===== src/rtl/reg_operand_fetch.sv =====
// Operand-fetch front end on the read side of the MIPS register file: S1 (read in flight) -> OUT (registered, back-pressurable).
// Define OPFETCH_BYPASS_EN to build the same-cycle writeback bypass; without it operands come from the register file only.
module reg_operand_fetch #(
    parameter int TAG_W = 4
) (
    input  logic             i_clk,
    input  logic             i_rst_n,
    input  logic             i_req_valid,
    output logic             o_req_ready,
    input  logic [4:0]       i_rs,
    input  logic [4:0]       i_rt,
    input  logic [TAG_W-1:0] i_tag,
    output logic [4:0]       o_raddr1,
    output logic [4:0]       o_raddr2,
    input  logic [31:0]      i_rdata1,
    input  logic [31:0]      i_rdata2,
    input  logic             i_wb_we,
    input  logic [4:0]       i_wb_waddr,
    input  logic [31:0]      i_wb_wdata,
    output logic             o_out_valid,
    input  logic             i_out_ready,
    output logic [31:0]      o_op1,
    output logic [31:0]      o_op2,
    output logic [TAG_W-1:0] o_tag
);

    localparam int DATA_W = 32;

    logic              vld_p1;
    logic              first_p1;
    logic [4:0]        rs_p1;
    logic [4:0]        rt_p1;
    logic [TAG_W-1:0]  tag_p1;
    logic [DATA_W-1:0] hold1_p1;
    logic [DATA_W-1:0] hold2_p1;
    logic              byp1_p1;
    logic              byp2_p1;
    logic [DATA_W-1:0] wbdata_p1;

    logic              accept;
    logic              s1_advance;
    logic [DATA_W-1:0] sel1;
    logic [DATA_W-1:0] sel2;

    function automatic logic [DATA_W-1:0] select_operand(
        input logic [4:0]        addr,
        input logic              byp,
        input logic [DATA_W-1:0] bdata,
        input logic              first,
        input logic [DATA_W-1:0] rdata,
        input logic [DATA_W-1:0] hold
    );
        if (addr == 5'd0)
            return '0;
        else if (byp)
            return bdata;
        else if (first)
            return rdata;
        else
            return hold;
    endfunction

    assign o_raddr1    = i_rs;
    assign o_raddr2    = i_rt;
    assign s1_advance  = vld_p1 && (!o_out_valid || i_out_ready);
    assign o_req_ready = i_rst_n && (!vld_p1 || s1_advance);
    assign accept      = i_req_valid && o_req_ready;

    assign sel1 = select_operand(rs_p1, byp1_p1, wbdata_p1, first_p1, i_rdata1, hold1_p1);
    assign sel2 = select_operand(rt_p1, byp2_p1, wbdata_p1, first_p1, i_rdata2, hold2_p1);

`ifdef OPFETCH_BYPASS_EN
    // The register file returns the pre-write value on a same-cycle write/read, so capture the write here.
    always_ff @(posedge i_clk) begin
        if (accept) begin
            byp1_p1   <= i_wb_we && (i_wb_waddr == i_rs);
            byp2_p1   <= i_wb_we && (i_wb_waddr == i_rt);
            wbdata_p1 <= i_wb_wdata;
        end
    end
`else
    logic unused_wb;
    assign unused_wb = ^{i_wb_we, i_wb_waddr, i_wb_wdata};
    assign byp1_p1   = 1'b0;
    assign byp2_p1   = 1'b0;
    assign wbdata_p1 = '0;
`endif

    // ---- S1: read in flight ----
    always_ff @(posedge i_clk) begin
        if (accept) begin
            rs_p1  <= i_rs;
            rt_p1  <= i_rt;
            tag_p1 <= i_tag;
        end
        // i_rdata is only good for one cycle; freeze the snapshot for a stalled S1
        if (vld_p1 && first_p1) begin
            hold1_p1 <= sel1;
            hold2_p1 <= sel2;
        end
    end

    // ---- OUT: registered output ----
    always_ff @(posedge i_clk) begin
        if (!i_rst_n) begin
            vld_p1      <= 1'b0;
            first_p1    <= 1'b0;
            o_out_valid <= 1'b0;
            o_op1       <= '0;
            o_op2       <= '0;
            o_tag       <= '0;
        end else begin
            if (accept)
                vld_p1 <= 1'b1;
            else if (s1_advance)
                vld_p1 <= 1'b0;
            first_p1 <= accept;
            if (s1_advance) begin
                o_out_valid <= 1'b1;
                o_op1       <= sel1;
                o_op2       <= sel2;
                o_tag       <= tag_p1;
            end else if (i_out_ready) begin
                o_out_valid <= 1'b0;
            end
        end
    end

endmodule


===== config.mk =====
export PLATFORM = sky130hd
export DESIGN_NAME = reg_operand_fetch
export DESIGN_NICKNAME = d
export VERILOG_FILES = /design/src/rtl/reg_operand_fetch.sv
export SDC_FILE = /design/constraint.sdc
export NUM_CORES = 1
export LEC_CHECK = 0
export ABC_AREA = 1
export CAP_MARGIN = 20
export CORE_MARGIN = 3
export CORE_UTILIZATION = 50
export CTS_CLUSTER_DIAMETER = 100
export DETAILED_ROUTE_END_ITERATION = 8
export PLACE_DENSITY = 0.89
export SLEW_MARGIN = 5
export SYNTH_ARGS = -nofsm -noshare
export SYNTH_HDL_FRONTEND = slang
export SYNTH_SLANG_ARGS = --single-unit

===== constraint.sdc =====
create_clock -name i_clk -period 7.4 [get_ports i_clk]
set_input_delay 1.11 -clock i_clk [delete_from_list [all_inputs] [get_ports i_clk]]
set_output_delay 1.11 -clock i_clk [all_outputs]
set_load 0.01 [all_outputs]

# Word-level counts from Yosys, hierarchy flattened
# Cells that the tools add are included.
# classes
mux	8
reduce_logical	12
# ops
op	count
$mux 32	4
$logic_not 5->1	2
$logic_and 1x1->1	4
$mux 1	4
$reduce_bool 2->1	2
$logic_not 1->1	2
$logic_or 1x1->1	2
# word_totals
regBits	149
input_bits	120
output_inout_bits	80
wordCells	31

# Logic depth before layout (Yosys ltp)
# depth
ltp_word	7
mapped_depth	8
ltp_nobuf	6

# Worst setup path before layout
# No wires, ideal clock.
# synth_path
path_kind	input to output
start	input port i_rst_n
end	output port o_req_ready
t_arrival_ns	1.595
setup_slack_ns	4.695
stages	4
n_path_buf	2
cell_sequence	buf_2 > buf_2 > nand2_1 > inv_1
# synth_between
elab_chain_cells	1
# synth_lines
element	line	source
from (decl)	7	input logic i_rst_n,
$logic_and 1x1->1	66	assign o_req_ready = i_rst_n && (!vld_p1 || s1_advance);
to (decl)	9	output logic o_req_ready,
# No other way between the ends.

# Final worst setup path
# Same ends and word-level chain as after synthesis.

==> run_results.csv <==
group,metric,value,unit
power,power_switching_share,0.2277,
sta,clock-skew-final,0.005512,ns
die,die_area,0.01458,sq mm
clocking,postCtsSetupBuffers,0,
layout,insertedDiodeCount,0,
place,placement.io_buffers,161,
power,cellLeakagePower,0.004133,uW
synth,ys_seq_area_frac,0.5718,
routing,postRouteAntennaNets,0,
critical_path,cp_data_arrival_time,2.74,ns
sta,grt_setup_unrepaired,"no",
critical_path,crit_path_launch,"i_rst_n",
critical_path,cp_data_required_time,6.29,ns
synth,synth_top_flop_cell,"sky130_fd_sc_hd__edfxtp_1",
clocking,worstSkewPairLatency,0.41,ns
clocking,cts_sinks,149,
synth,number_of_synthesis_warnings,0,
global_routing,busiest_layer,"met2",
global_routing,grt_start_max_net_pins,130,
power,power_switching,455.1,uW
synth,synth_seq_cells,149,
die,die_w,120.7,um
die,core_region_area,0.01272,sq mm
sta,period_minus_slack,3.846,ns
routing,drc,0,
power,p_total,1999,uW
clocking,cts.root.buffer_cell,"sky130_fd_sc_hd__clkbuf_16",
synth,post_synth.cell_area_avg,8.107,sq um
min_path,hold_path_cells,2,
synth,synth_cell_types,18,
routing,num_vias,5282,
power,p_per_area,229.1,mW/mm^2
routing,detail_route.wirelength,15.08,mm
global_routing,grt_first_pass_wirelength,24.09,mm
power,power_frac_clock,0.407,
clocking,clock_tree.buffer_depth,2,
routing,avgRoutedWirePerCell,13.30,um
global_routing,grt_antenna_before_repair,0,
global_routing,use_met2,0.3521,
routing,drtIter0Drc,492,
global_routing,globalRouteMet1Util,0.2550,
power,comb_power_share,0.128,
sta,timing.final.setup_violations,0,
die,initial_utilization,0.5174,
global_routing,overflow,0,
synth,synth_cells,812,
die,top_level_ports,200,
synth,ranking_of_synthesized_cells_by_area,"sky130_fd_sc_hd__edfxtp_1 (36%), sky130_fd_sc_hd__dfxtp_1 (22%), sky130_fd_sc_hd__nand2_1 (15%)",
critical_path,reg2reg_from,"first_p1",
synth,synthDominantAreaCellType,"sky130_fd_sc_hd__edfxtp_1",
synth,post-synth-top-count-cell,"sky130_fd_sc_hd__nand2_1",
place,gp_congestion,0.7769,
clocking,cts_hold_buf,0,
critical_path,worst-setup-path-type,"input pin to output pin",
power,power_frac_seq,0.464,
critical_path,endpoint,"o_req_ready",
sta,final-hold-violation-count,0,
power,p_int,1544,uW
sta,worst_slew_pin_slew,0.8185,ns
sta,fmaxAchievable,260.0,MHz
critical_path,critical-path-max-stage-delay,0.62,ns
critical_path,slowest_stage_cell_cp,"sky130_fd_sc_hd__buf_4",
critical_path,timing.critical_path.to_type,"output pin",
sta,fin_setup_tns,0,ns
routing,drt_pre_antenna_iters,4,
clocking,post_cts_resize_count,0,
place,dp_hpwl,8.944,mm
layout,areaGrowthSynthToFinish,32.56,%
run_status,status,"finished, final reports clean",
job,max_cap_viol_count,0,
global_routing,gr_util_all_layers,0.2094,
synth,synthDominantCellAreaShare,0.3558,
clocking,cts.clk_slew.worst_paths,0.06,ns
synth,synth-async-reset-ratio,0,
critical_path,worst-r2r-setup-slack,5.10,ns
clocking,cts_tree,"done",
critical_path,worst_r2r_path_depth,4,
min_path,hold_path_class,"flop to flop",
clocking,htree_levels,4,
synth,synth_enable_flop_cells,78,
die,fp.dieH,120.7,um
die,std_cell_rows,41,
clocking,tritoncts.num_buffers,17,
synth,synth.cell_area,0.006583,sq mm
synth,synth.cells.most_frequent,"sky130_fd_sc_hd__nand2_1 (259), sky130_fd_sc_hd__inv_1 (199), sky130_fd_sc_hd__edfxtp_1 (78)",
sta,timing.final.crit_share,0.5197,
power,worst_ir_drop_vdd,0.1411,mV
critical_path,worstPathCellList,"buf_2 > buf_4 > nand2_1 > inv_1 > clkdlybuf4s50_1",
critical_path,critPathMaxFanout,70,
synth,syn_nets,932,
layout,layout-drive-gt1-share,0.04782,
global_routing,first_global_vias,5096,
global_routing,grt_util_met3,0.06595,
sta,worst_slew_margin_rel,0.4543,
critical_path,worst_r2r_endpoint,"hold2_p1[20]",
layout,layout.nets,1069,
sta,timing_max_transition_violations_final,0,
routing,avgViaCountPerCell,4.658,
critical_path,cp-start-kind,"input pin",
==> layer usage <==
layer / up-vias / part of all wire
met4: 0 / 0.015
met3: 19 / 0.076
li1: 2710 / -
met5: - / 0
met2: 171 / 0.48
met1: 2382 / 0.43
==> cell families (layout without fill, tap and decap cells) <==
group,count (synthesis),in the layout,share of synthesized area
and+or+nand+nor,277,277,0.1589
DFF,149,149,0.5718
AOI/OAI and AO/OA,134,134,0.1047
buffers and inverters,252,402,0.1646
==> worst max-delay path, delay by kind of cell <==
kind / cells / cell delay, ns
buf+inv: 4 / 1.37
simple gates: 1 / 0.21
==> worst min path at each step <==
stage | from | slack, ns | end
floorplan | tag_p1[0] | 0.47 | o_tag[0]
global placement | o_tag[0] | 0.46 | o_tag[0]
detailed placement | o_tag[0] | 0.48 | o_tag[0]
CTS | o_tag[1] | 0.49 | o_tag[1]
global route | o_tag[1] | 0.53 | o_tag[1]
finish | o_tag[1] | 0.49 | o_tag[1]
==> cell type report <==
type / instances / area, sq um
Multi-Input combinational cell: 411 / 1735
Timing Repair Buffer: 170 / 1694
Clock buffer: 27 / 513.0
Fill cell: 995 / 3996
Clock inverter: 5 / 50.05
Tap cell: 172 / 215.2
Inverter: 200 / 750.7
Sequential cell: 149 / 3767
==> metrics by stage <==
stage | utilization | setup slack, ns | hold WS (ns) | std cells | area [sq um]
6_report | 0.6859 | 3.554 | 0.4878 | 1134 | 8726
5_1_grt | 0.6859 | 3.483 | 0.5255 | 1134 | 8726
4_1_cts | 0.6831 | 3.564 | 0.4917 | 1132 | 8691
3_5_place_dp | 0.6389 | 3.578 | 0.4776 | 1100 | 8128
3_3_place_gp | 0.6389 | 3.568 | 0.4630 | 1100 | 8128
2_1_floorplan | - | 4.695 | 0.4654 | 812 | 6583
==> state kept, by name, summed over array words and instances, names as in the netlist <==
register / count
first_p1: 1
hold2_p1: 32
rt_p1: 5
vld_p1: 1
tag_p1: 4
hold1_p1: 32
o_out_valid: 1
o_op1: 32
o_op2: 32
rs_p1: 5
o_tag: 4
==> layout by cell type (no fill, tap or decap) <==
cell                              synthesis  final
sky130_fd_sc_hd__o21ai_1                 13     13
sky130_fd_sc_hd__o21ai_0                 55     55
sky130_fd_sc_hd__clkbuf_1                12      5
sky130_fd_sc_hd__nor2_1                  14     14
sky130_fd_sc_hd__dfxtp_1                 71     70
sky130_fd_sc_hd__edfxtp_1                78     78
sky130_fd_sc_hd__bufinv_16                0      1
sky130_fd_sc_hd__clkinv_2                 0      4
sky130_fd_sc_hd__buf_4                   16      8
sky130_fd_sc_hd__buf_2                   14      1
sky130_fd_sc_hd__clkbuf_8                 0      5
sky130_fd_sc_hd__nand2_1                259    259
sky130_fd_sc_hd__a21oi_1                 61     61
sky130_fd_sc_hd__nand2_2                  1      1
sky130_fd_sc_hd__nand3_1                  3      3
sky130_fd_sc_hd__inv_1                  199    198
sky130_fd_sc_hd__clkdlybuf4s50_1          0    160
sky130_fd_sc_hd__inv_2                    1      2
sky130_fd_sc_hd__clkbuf_16                0     17
sky130_fd_sc_hd__dfxtp_4                  0      1
sky130_fd_sc_hd__a21oi_2                  5      5
sky130_fd_sc_hd__buf_16                   0      1
==> power groups by stage <==
| stage | clock, uW | sequential (uW) | combinational, uW |
|---|---|---|---|
| final | 814 | 928 | 257 |
| after global routing | 865 | 932 | 284 |
| after CTS | 829 | 928 | 257 |
| after detailed placement | 0 | 945 | 254 |
| after global placement | 0 | 944 | 248 |
| after floorplan | 0 | 956 | 120 |
No activity file was read; power rests on OpenSTA's default activity.
